$ cat src/rtl/key_repeat_if.sv
`default_nettype none
// ============================================================================
// Module      : key_repeat_if
// Description : Button-level inputs and game-action event outputs of one
//               key_repeat instance (one per movement button).
// Revision    : 1.0 - initial release
// ============================================================================
interface key_repeat_if;
  logic level_in;       // debounced button level, 1 = held
  logic enable;         // 1 = generate events, 0 = suppress and idle
  logic press_pulse;    // one cycle on an accepted new press
  logic repeat_pulse;   // one cycle per auto-repeat
  logic move_pulse;     // press_pulse | repeat_pulse
  logic release_pulse;  // one cycle when a tracked press ends
  logic held;           // 1 while a press is being tracked

  // Driver side: supplies the button level and enable, consumes events
  modport master (
    output level_in,
    output enable,
    input  press_pulse,
    input  repeat_pulse,
    input  move_pulse,
    input  release_pulse,
    input  held
  );

  // Key-repeat side: consumes the button level, produces events
  modport slave (
    input  level_in,
    input  enable,
    output press_pulse,
    output repeat_pulse,
    output move_pulse,
    output release_pulse,
    output held
  );
endinterface
`default_nettype wire

$ cat src/rtl/key_repeat.sv
`default_nettype none
// ============================================================================
// Module      : key_repeat
// Description : Delayed-auto-shift key repeater. Converts a debounced button
//               level into one press pulse, a train of repeat pulses after an
//               initial hold delay, and one release pulse. All outputs are
//               registered.
// Revision    : 1.0 - initial release
// ============================================================================
module key_repeat #(
  parameter int DAS_CYCLES = 8_333_333,  // hold time before first repeat, >= 2
  parameter int ARR_CYCLES = 2_500_000,  // period between repeats, >= 2
  parameter int CNT_W      = 24          // 2**CNT_W > max(DAS, ARR)
) (
  input  wire            clock,
  input  wire            resetn,
  key_repeat_if.slave    bus
);

  typedef enum logic [1:0] {
    ST_IDLE   = 2'd0,
    ST_DELAY  = 2'd1,
    ST_REPEAT = 2'd2
  } state_t;

  // Terminal counts: the counter runs 0..LAST, so a repeat lands exactly
  // DAS_CYCLES (resp. ARR_CYCLES) edges after the previous event.
  localparam logic [CNT_W-1:0] c_DAS_LAST = CNT_W'(DAS_CYCLES - 1);
  localparam logic [CNT_W-1:0] c_ARR_LAST = CNT_W'(ARR_CYCLES - 1);

  state_t           r_state;
  logic [CNT_W-1:0] r_count;
  logic             r_prev_level;
  logic             r_press;
  logic             r_repeat;
  logic             r_move;
  logic             r_release;
  logic             r_held;

  logic             w_rise;

  assign w_rise = bus.level_in & ~r_prev_level;

  // Previous-level tracker. It samples even while reset is asserted, so a
  // button already held when reset lifts is never mistaken for a new press.
  always_ff @(posedge clock) begin
    r_prev_level <= bus.level_in;
  end

  // Main FSM: state, hold/repeat counter and all registered event outputs
  always_ff @(posedge clock) begin
    if (!resetn) begin
      r_state   <= ST_IDLE;
      r_count   <= '0;
      r_press   <= 1'b0;
      r_repeat  <= 1'b0;
      r_move    <= 1'b0;
      r_release <= 1'b0;
      r_held    <= 1'b0;
    end else begin
      // Pulses are single-cycle unless set below
      r_press   <= 1'b0;
      r_repeat  <= 1'b0;
      r_move    <= 1'b0;
      r_release <= 1'b0;

      if (!bus.enable) begin
        // Disabled: drop any tracked press silently (no release event)
        r_state <= ST_IDLE;
        r_count <= '0;
        r_held  <= 1'b0;
      end else begin
        case (r_state)
          ST_IDLE: begin
            // Only a genuine rising edge starts a press; a level that was
            // already high (e.g. across a disable) is ignored.
            if (w_rise) begin
              r_press <= 1'b1;
              r_move  <= 1'b1;
              r_state <= ST_DELAY;
              r_count <= '0;
              r_held  <= 1'b1;
            end else begin
              r_held  <= 1'b0;
            end
          end

          ST_DELAY: begin
            // Release is checked first so it wins over a coinciding repeat
            if (!bus.level_in) begin
              r_release <= 1'b1;
              r_state   <= ST_IDLE;
              r_count   <= '0;
              r_held    <= 1'b0;
            end else if (r_count == c_DAS_LAST) begin
              r_repeat  <= 1'b1;
              r_move    <= 1'b1;
              r_state   <= ST_REPEAT;
              r_count   <= '0;
              r_held    <= 1'b1;
            end else begin
              r_count   <= r_count + 1'b1;
              r_held    <= 1'b1;
            end
          end

          ST_REPEAT: begin
            if (!bus.level_in) begin
              r_release <= 1'b1;
              r_state   <= ST_IDLE;
              r_count   <= '0;
              r_held    <= 1'b0;
            end else if (r_count == c_ARR_LAST) begin
              r_repeat  <= 1'b1;
              r_move    <= 1'b1;
              r_count   <= '0;
              r_held    <= 1'b1;
            end else begin
              r_count   <= r_count + 1'b1;
              r_held    <= 1'b1;
            end
          end

          default: begin
            r_state <= ST_IDLE;
            r_count <= '0;
            r_held  <= 1'b0;
          end
        endcase
      end
    end
  end

  assign bus.press_pulse   = r_press;
  assign bus.repeat_pulse  = r_repeat;
  assign bus.move_pulse    = r_move;
  assign bus.release_pulse = r_release;
  assign bus.held          = r_held;

endmodule
`default_nettype wire

$ cat src/flat_wrapper.sv
// flat-port wrapper written by rule: the top's interface ports become plain ports
module key_repeat_flat 
#(
  parameter int DAS_CYCLES = 8_333_333,                                        
  parameter int ARR_CYCLES = 2_500_000,                                 
  parameter int CNT_W      = 24                                     
)
  (clock, resetn, bus_level_in, bus_enable, bus_press_pulse, bus_repeat_pulse, bus_move_pulse, bus_release_pulse, bus_held);
  key_repeat_if bus_i ();
  input  wire clock;
  input  wire resetn;
  input wire logic [$bits(bus_i.level_in)-1:0] bus_level_in;
  input wire logic [$bits(bus_i.enable)-1:0] bus_enable;
  output wire logic [$bits(bus_i.press_pulse)-1:0] bus_press_pulse;
  output wire logic [$bits(bus_i.repeat_pulse)-1:0] bus_repeat_pulse;
  output wire logic [$bits(bus_i.move_pulse)-1:0] bus_move_pulse;
  output wire logic [$bits(bus_i.release_pulse)-1:0] bus_release_pulse;
  output wire logic [$bits(bus_i.held)-1:0] bus_held;
  assign bus_i.level_in = bus_level_in;
  assign bus_i.enable = bus_enable;
  assign bus_press_pulse = bus_i.press_pulse;
  assign bus_repeat_pulse = bus_i.repeat_pulse;
  assign bus_move_pulse = bus_i.move_pulse;
  assign bus_release_pulse = bus_i.release_pulse;
  assign bus_held = bus_i.held;
  key_repeat #(.DAS_CYCLES(DAS_CYCLES), .ARR_CYCLES(ARR_CYCLES), .CNT_W(CNT_W)) u_core (.clock(clock), .resetn(resetn), .bus(bus_i));
endmodule
$ cat config.mk
export PLATFORM = sky130hd
export DESIGN_NAME = key_repeat_flat
export DESIGN_NICKNAME = d
export VERILOG_FILES = /design/src/rtl/key_repeat_if.sv /design/src/rtl/key_repeat.sv /design/src/flat_wrapper.sv
export SDC_FILE = /design/constraint.sdc
export NUM_CORES = 1
export LEC_CHECK = 0
export BUFFER_PORTS_ARGS = -buffer_cell sky130_fd_sc_hd__clkbuf_2
export CAP_MARGIN = 20
export CORE_ASPECT_RATIO = 0.75
export CORE_UTILIZATION = 55
export CTS_BUF_LIST = sky130_fd_sc_hd__clkbuf_16
export CTS_CLUSTER_DIAMETER = 30
export DETAILED_ROUTE_END_ITERATION = 8
export GPL_ROUTABILITY_DRIVEN = 0
export HOLD_SLACK_MARGIN = 0.12
export PLACE_DENSITY = 0.7
export REMOVE_ABC_BUFFERS = 1
export SLEW_MARGIN = 10
export SYNTH_ARGS = -nofsm -noshare
export SYNTH_HDL_FRONTEND = slang
export SYNTH_SLANG_ARGS = --single-unit
export TNS_END_PERCENT = 50
$ cat constraint.sdc
create_clock -name clock -period 3.6 [get_ports clock]
set_input_delay 0.18 -clock clock [delete_from_list [all_inputs] [get_ports clock]]
set_output_delay 0.18 -clock clock [all_outputs]
set_load 0.01 [all_outputs]
Word-level counts from Yosys, hierarchy flattened
Index checks and enable logic that the tools add are counted.
Widths: inputs -> output; s select.
{"block": "classes", "bitwise_logic": 2, "mux": 21, "n_eq_ne": 7, "add_sub_neg": 1, "n_reduce_logical": 6}
{"cell": "$mux 24", "count": 5}
{"cell": "$pmux 24 s3", "count": 1}
{"cell": "$add 24x1->24 const B", "count": 1}
{"cell": "$eq 24x22->1 const B", "count": 1}
{"cell": "$eq 24x23->1 const B", "count": 1}
{"cell": "$reduce_and 3->1", "count": 3}
{"cell": "$mux 2", "count": 4}
{"cell": "$mux 1", "count": 7}
{"cell": "$pmux 2 s3", "count": 1}
{"cell": "$pmux 1 s2", "count": 2}
{"cell": "$ne 3x2->1 const B", "count": 1}
{"cell": "$pmux 1 s3", "count": 1}
{"cell": "$eq 2x1->1 const B", "count": 1}
{"cell": "$eq 2x2->1 const B", "count": 1}
{"cell": "$logic_not 2->1", "count": 1}
{"cell": "$ne 2x1->1 const B", "count": 1}
{"cell": "$ne 2x2->1 const B", "count": 1}
{"cell": "$reduce_and 2->1", "count": 1}
{"cell": "$reduce_or 2->1", "count": 1}
{"cell": "$and 1x1->1", "count": 1}
{"cell": "$not 1->1", "count": 1}
{"block": "word_totals", "regBits": 32, "in_bits": 4, "output_inout_bits": 5, "word_cells": 45}

Longest topological paths before layout
{"block": "logic_depth", "word_depth": 4, "depth_mapped": 8, "ltp_nobuf": 7}

Least setup slack after synthesis
No wires, ideal clock.
{"block": "synth_path", "kind": "register to register", "startpoint": "reg u_core.r_count[16]", "endpoint": "reg u_core.r_count[23]", "stages_incl_launch_ff": 7, "period_less_slack_ps": 1726, "t_arrival_ps": 1588, "required_ps": 3462, "setup_time_ps": 138, "setup_slack_ps": 1874, "n_path_buf": 1, "path_cell_list": "dfxtp_1 > or4b_4 > nor4_4 > a31oi_4 > o21bai_4 > buf_6 > o32ai_1"}
{"block": "synth_via", "elab_chain_cells": 4, "elab_cells_between_ends": 8, "cone_classes": "add/sub: 1; eq/ne: 2; mux: 5"}
{"element": "from (decl)", "line": "key_repeat.sv:32", "rtl": "logic [CNT_W-1:0] r_count;"}
{"element": "from (signal assigned)", "line": "key_repeat.sv:102", "rtl": "r_count <= r_count + 1'b1;"}
{"element": "from (signal assigned)", "line": "key_repeat.sv:119", "rtl": "r_count <= r_count + 1'b1;"}
{"element": "$add 24x1->24 (tied with other cells)", "line": "key_repeat.sv:102, key_repeat.sv:119"}
{"element": "$mux 24 (on tied branches)", "line": "key_repeat.sv:113, key_repeat.sv:95"}
{"element": "$mux 24 (on tied branches)", "line": "key_repeat.sv:108, key_repeat.sv:90"}
{"element": "$pmux 24 s3 (*)", "line": "key_repeat.sv:73", "rtl": "case (r_state)"}
Every way passes the cells marked *; elsewhere a longest branch is shown, timed or not.
A chain may end at the register's enable or synchronous reset.

Worst setup path in the final report
{"block": "layout_path", "startpoint": "reg u_core.r_state[1]", "endpoint": "reg u_core.r_count[12]"}
{"block": "layout_via", "elab_chain_cells": 2, "elab_cells_between_ends": 5, "cone_classes": "eq/ne: 3; mux: 1; reduce/logical: 1"}
{"element": "from (decl)", "line": "key_repeat.sv:31", "rtl": "state_t r_state;"}
{"element": "from (signal assigned)", "line": "key_repeat.sv:53", "rtl": "r_state <= ST_IDLE;"}
{"element": "from (signal assigned)", "line": "key_repeat.sv:69", "rtl": "r_state <= ST_IDLE;"}
{"element": "from (signal assigned)", "line": "key_repeat.sv:80", "rtl": "r_state <= ST_DELAY;"}
{"element": "$eq 2x2->1 (tied with other cells)", "line": "key_repeat.sv:73"}
{"element": "$pmux 24 s3 / $ne 2x1->1 (equally long branches)"}
Several ways; a longest one is shown, not always the timed one.

==> metrics <==
status=complete, no violations; Clk pin slew, worst setup/hold paths=0.05 ns; global-route wire length before repair=6840 µm; internal power=612 µW; WHS Endpoint=u_core.r_prev_level; Post-Syn Area=0.00172 mm²; post-synth cell types=44; Setup Crit Path Kind=register to register; final setup vio count=0; element type at the critical path end=register; dpl hpwl=2870 µm; Worst Reg-to-Reg Cells=5; R2R setup slack=1.38 ns; Site Rows=17; ANT cells=0; Die W=66.6 µm; Total Die Area=0.00336 mm²; I/O pins=9; Die Y=50.4 µm; vias in the first global route=1383; fin. max-slew vios=0; CTS tree=done; Starting Density=58.1%; Routed Antenna Nets=0; grt total ovfl=0; synth-to-layout area growth=10.6%; Async SR Flop Fraction=0%; Setup WS post-layout=1.38 ns; number of remaining DRC errors=0; setup_tns=0 ns; final hold vios=0; # fillers=250; vias per cell=6.19; Comb power frac=3.5%; wire length per cell=17.3 µm; slowest cell delay on critical path=0.65 ns; NetSw=166 µW; hold_sp=bus_level_in; CP Cell Sequence=inv_1 -> ha_1 -> and2_1 -> nand3_1 -> a21oi_1; multiplexer share of the synthesized area=0%; Seq/Total Area, Yosys=37.3%; post-synthesis adder-cell area fraction=4.37%; CTS Buf Count=5; Synth Area per Inst=8.91 µm²; largest family of logic cells by synthesized area=simple AND/OR/NAND/NOR gates; Post-CTS Hold Buffers=0; Leak=0.000634 µW; Synth Register Bits=32; post-route cell area=0.00190 mm²; Reg power frac=46.0%; max_cap viols=0; Crit Path Max Fanout=20; xor/xnor cell area share of the yosys netlist=9.68%; top_reg_cell synth=dfxtp_1; Cell Pwr Density=409 mW/mm²; crit start category=register; layout cells sized above 1=10.9%; clock sinks=32; largest net degree at the start of global routing=21; Crit Reg-Reg Endpoint=u_core.r_count[12]; Resize count post-CTS=0; Compound-Gate Fraction of Synth Area=18.0%; CP Data Arrival Time=2.40 ns; fin nets=211; critical-path cell with the highest stage delay=nand3_1; cell count after synthesis=193; core region area=0.00296 mm²; max frequency=451 MHz; number of synthesized flops with an enable pin=0; Sw Ratio=21.4%; postcts setup bufs=0; worst skew pair latency=0.28 ns; clock group share of total power=50.5%; clock root buffer=clkbuf_16; Synth warnings=0; peak supply drop=0.000299 V; initial antenna violation count=0; Layout Utilization=64.3%; port bufs=8; Via Count=1486; minimum clock period=2.22 ns; DP Area=0.00177 mm²; Hold Path Class=primary input to register; Hold Path Depth=1; DR iter-0 viols=157; final worst path period share=61.6%; CP Data Required Time=3.79 ns; Tightest Pin Transition=0.814 ns; clk_skew=0.00460 ns; first-pass detailed-route iteration total=4; RSZ-0062 raised after global routing=false; Place WS=1.47 ns; Synth Area in Simple Gates=26.1%; Reg-to-Reg Start=u_core.r_state[1]; worst rel slew slack=45.6%; final wirelength=4150 µm; All-Layer GR Usage=28.3%; Max Root-Sink Buffers=2; # H-tree levels=2
## critical path: cells and delay by family, from the launching register on
| kind | cells | cell delay [ns] |
|---|---|---|
| flops | 1 | 0.33 |
| fa+ha+maj | 1 | 0.31 |
| compound gates | 1 | 0.38 |
| buf+inv | 1 | 0.10 |
| simple gates | 2 | 1.00 |
## cell usage after synthesis (2+ instances only)
library cell  instances  area share (%)
buf_2                 3            0.87
nor2_1                8             1.7
and3_1                5             1.8
xnor2_1               3             1.5
buf_6                 2             1.3
ha_1                  6             4.4
a21oi_1              22             6.4
clkbuf_1              3            0.65
xor2_1               16             8.2
nor4_1                2            0.73
a22oi_1               2            0.87
and2_1                2            0.73
inv_1                 8             1.7
o211ai_1              4             1.7
dfxtp_1              32              37
o2111ai_1             2             1.0
o21ai_0               2            0.58
nor4b_1               2             1.0
nand3_1              14             4.1
nand4_1               9             3.3
nand2_1              20             4.4
and4_1                4             2.0
## cell usage in the layout, fill, tap and decap left out, types with 2 or more instances in the layout
cell type,n
a22oi_1,2
dfxtp_1,32
clkbuf_2,8
o211ai_1,4
o21ai_0,2
nand2_1,20
and4_1,4
and3_1,5
inv_1,10
nand4_1,9
and2_1,2
nand3_1,14
nor2_1,8
nor4_1,2
xnor2_1,3
nor4b_1,2
a21oi_1,22
clkbuf_16,5
o2111ai_1,2
xor2_1,16
ha_1,6
## layer usage
layer / wire length [µm] / global-route usage, % / vias to the layer above / part of all wire (%)
li1: - / - / 721 / -
met1: 2050 / 39.5 / 715 / 49
met2: 1830 / 42.1 / 42 / 44
met3: 212 / 6.82 / 8 / 5.1
met4: 55 / 10.6 / 0 / 1.3
met5: 0 / 0 / - / 0
## power groups by stage
| stage | clock [µW] | sequential [µW] | combinational (µW) |
|---|---|---|---|
| after floorplan | 0 | 366 | 15.4 |
| after global placement | 0 | 365 | 24.7 |
| after detailed placement | 0 | 365 | 25.7 |
| after CTS | 399 | 358 | 26.4 |
| after global routing | 416 | 358 | 30.2 |
| final | 393 | 358 | 27.3 |
## state kept, by name, indices dropped and copies added (netlist names)
name / count
u_core.bus.held: 1
u_core.bus.move_pulse: 1
u_core.bus.press_pulse: 1
u_core.bus.release_pulse: 1
u_core.bus.repeat_pulse: 1
u_core.r_count: 24
u_core.r_prev_level: 1
u_core.r_state: 2
## logic make-up (layout without fill, tap and decap cells)
logic type	Yosys count	after routing
XOR/XNOR	19	19
buffers and inverters	16	25
flip-flops	32	32
AO/OA/AOI/OAI	43	43
AND/OR/NAND/NOR	77	77
adder cells (fa/ha/maj)	6	6
## through the flow
| step | std cells | total power, µW | hold WS (ns) |
|---|---|---|---|
| finish | 240 | 778 | 0.145 |
| global route | 240 | 804 | 0.153 |
| floorplan | 185 | 381 | 0.208 |
| detailed placement | 232 | 391 | 0.408 |
| CTS | 240 | 783 | 0.132 |
| global placement | 232 | 390 | 0.403 |
## how the worst max path moves through the flow
stage	startpoint	end	slack [ns]	cells after the start
finish	u_core.r_state[1]	u_core.r_count[12]	1.38	5
global placement	u_core.r_count[22]	u_core.r_count[19]	1.51	5
CTS	u_core.r_state[1]	u_core.r_count[12]	1.43	5
global route	u_core.r_state[1]	u_core.r_count[12]	1.23	5
floorplan	u_core.r_count[3]	u_core.r_count[19]	1.60	5
detailed placement	u_core.r_state[0]	u_core.r_count[12]	1.47	5
## cell type report
type	count	area, µm²	share of cell area [%]
Clock buffer	5	125	6.58
Clock inverter	3	11.3	0.592
Inverter	8	30.0	1.58
Multi-Input combinational cell	145	1000	52.6
Sequential cell	32	641	33.7
Tap cell	38	47.5	2.50
Timing Repair Buffer	9	47.5	2.50
Power figures use the tool's default switching activity.
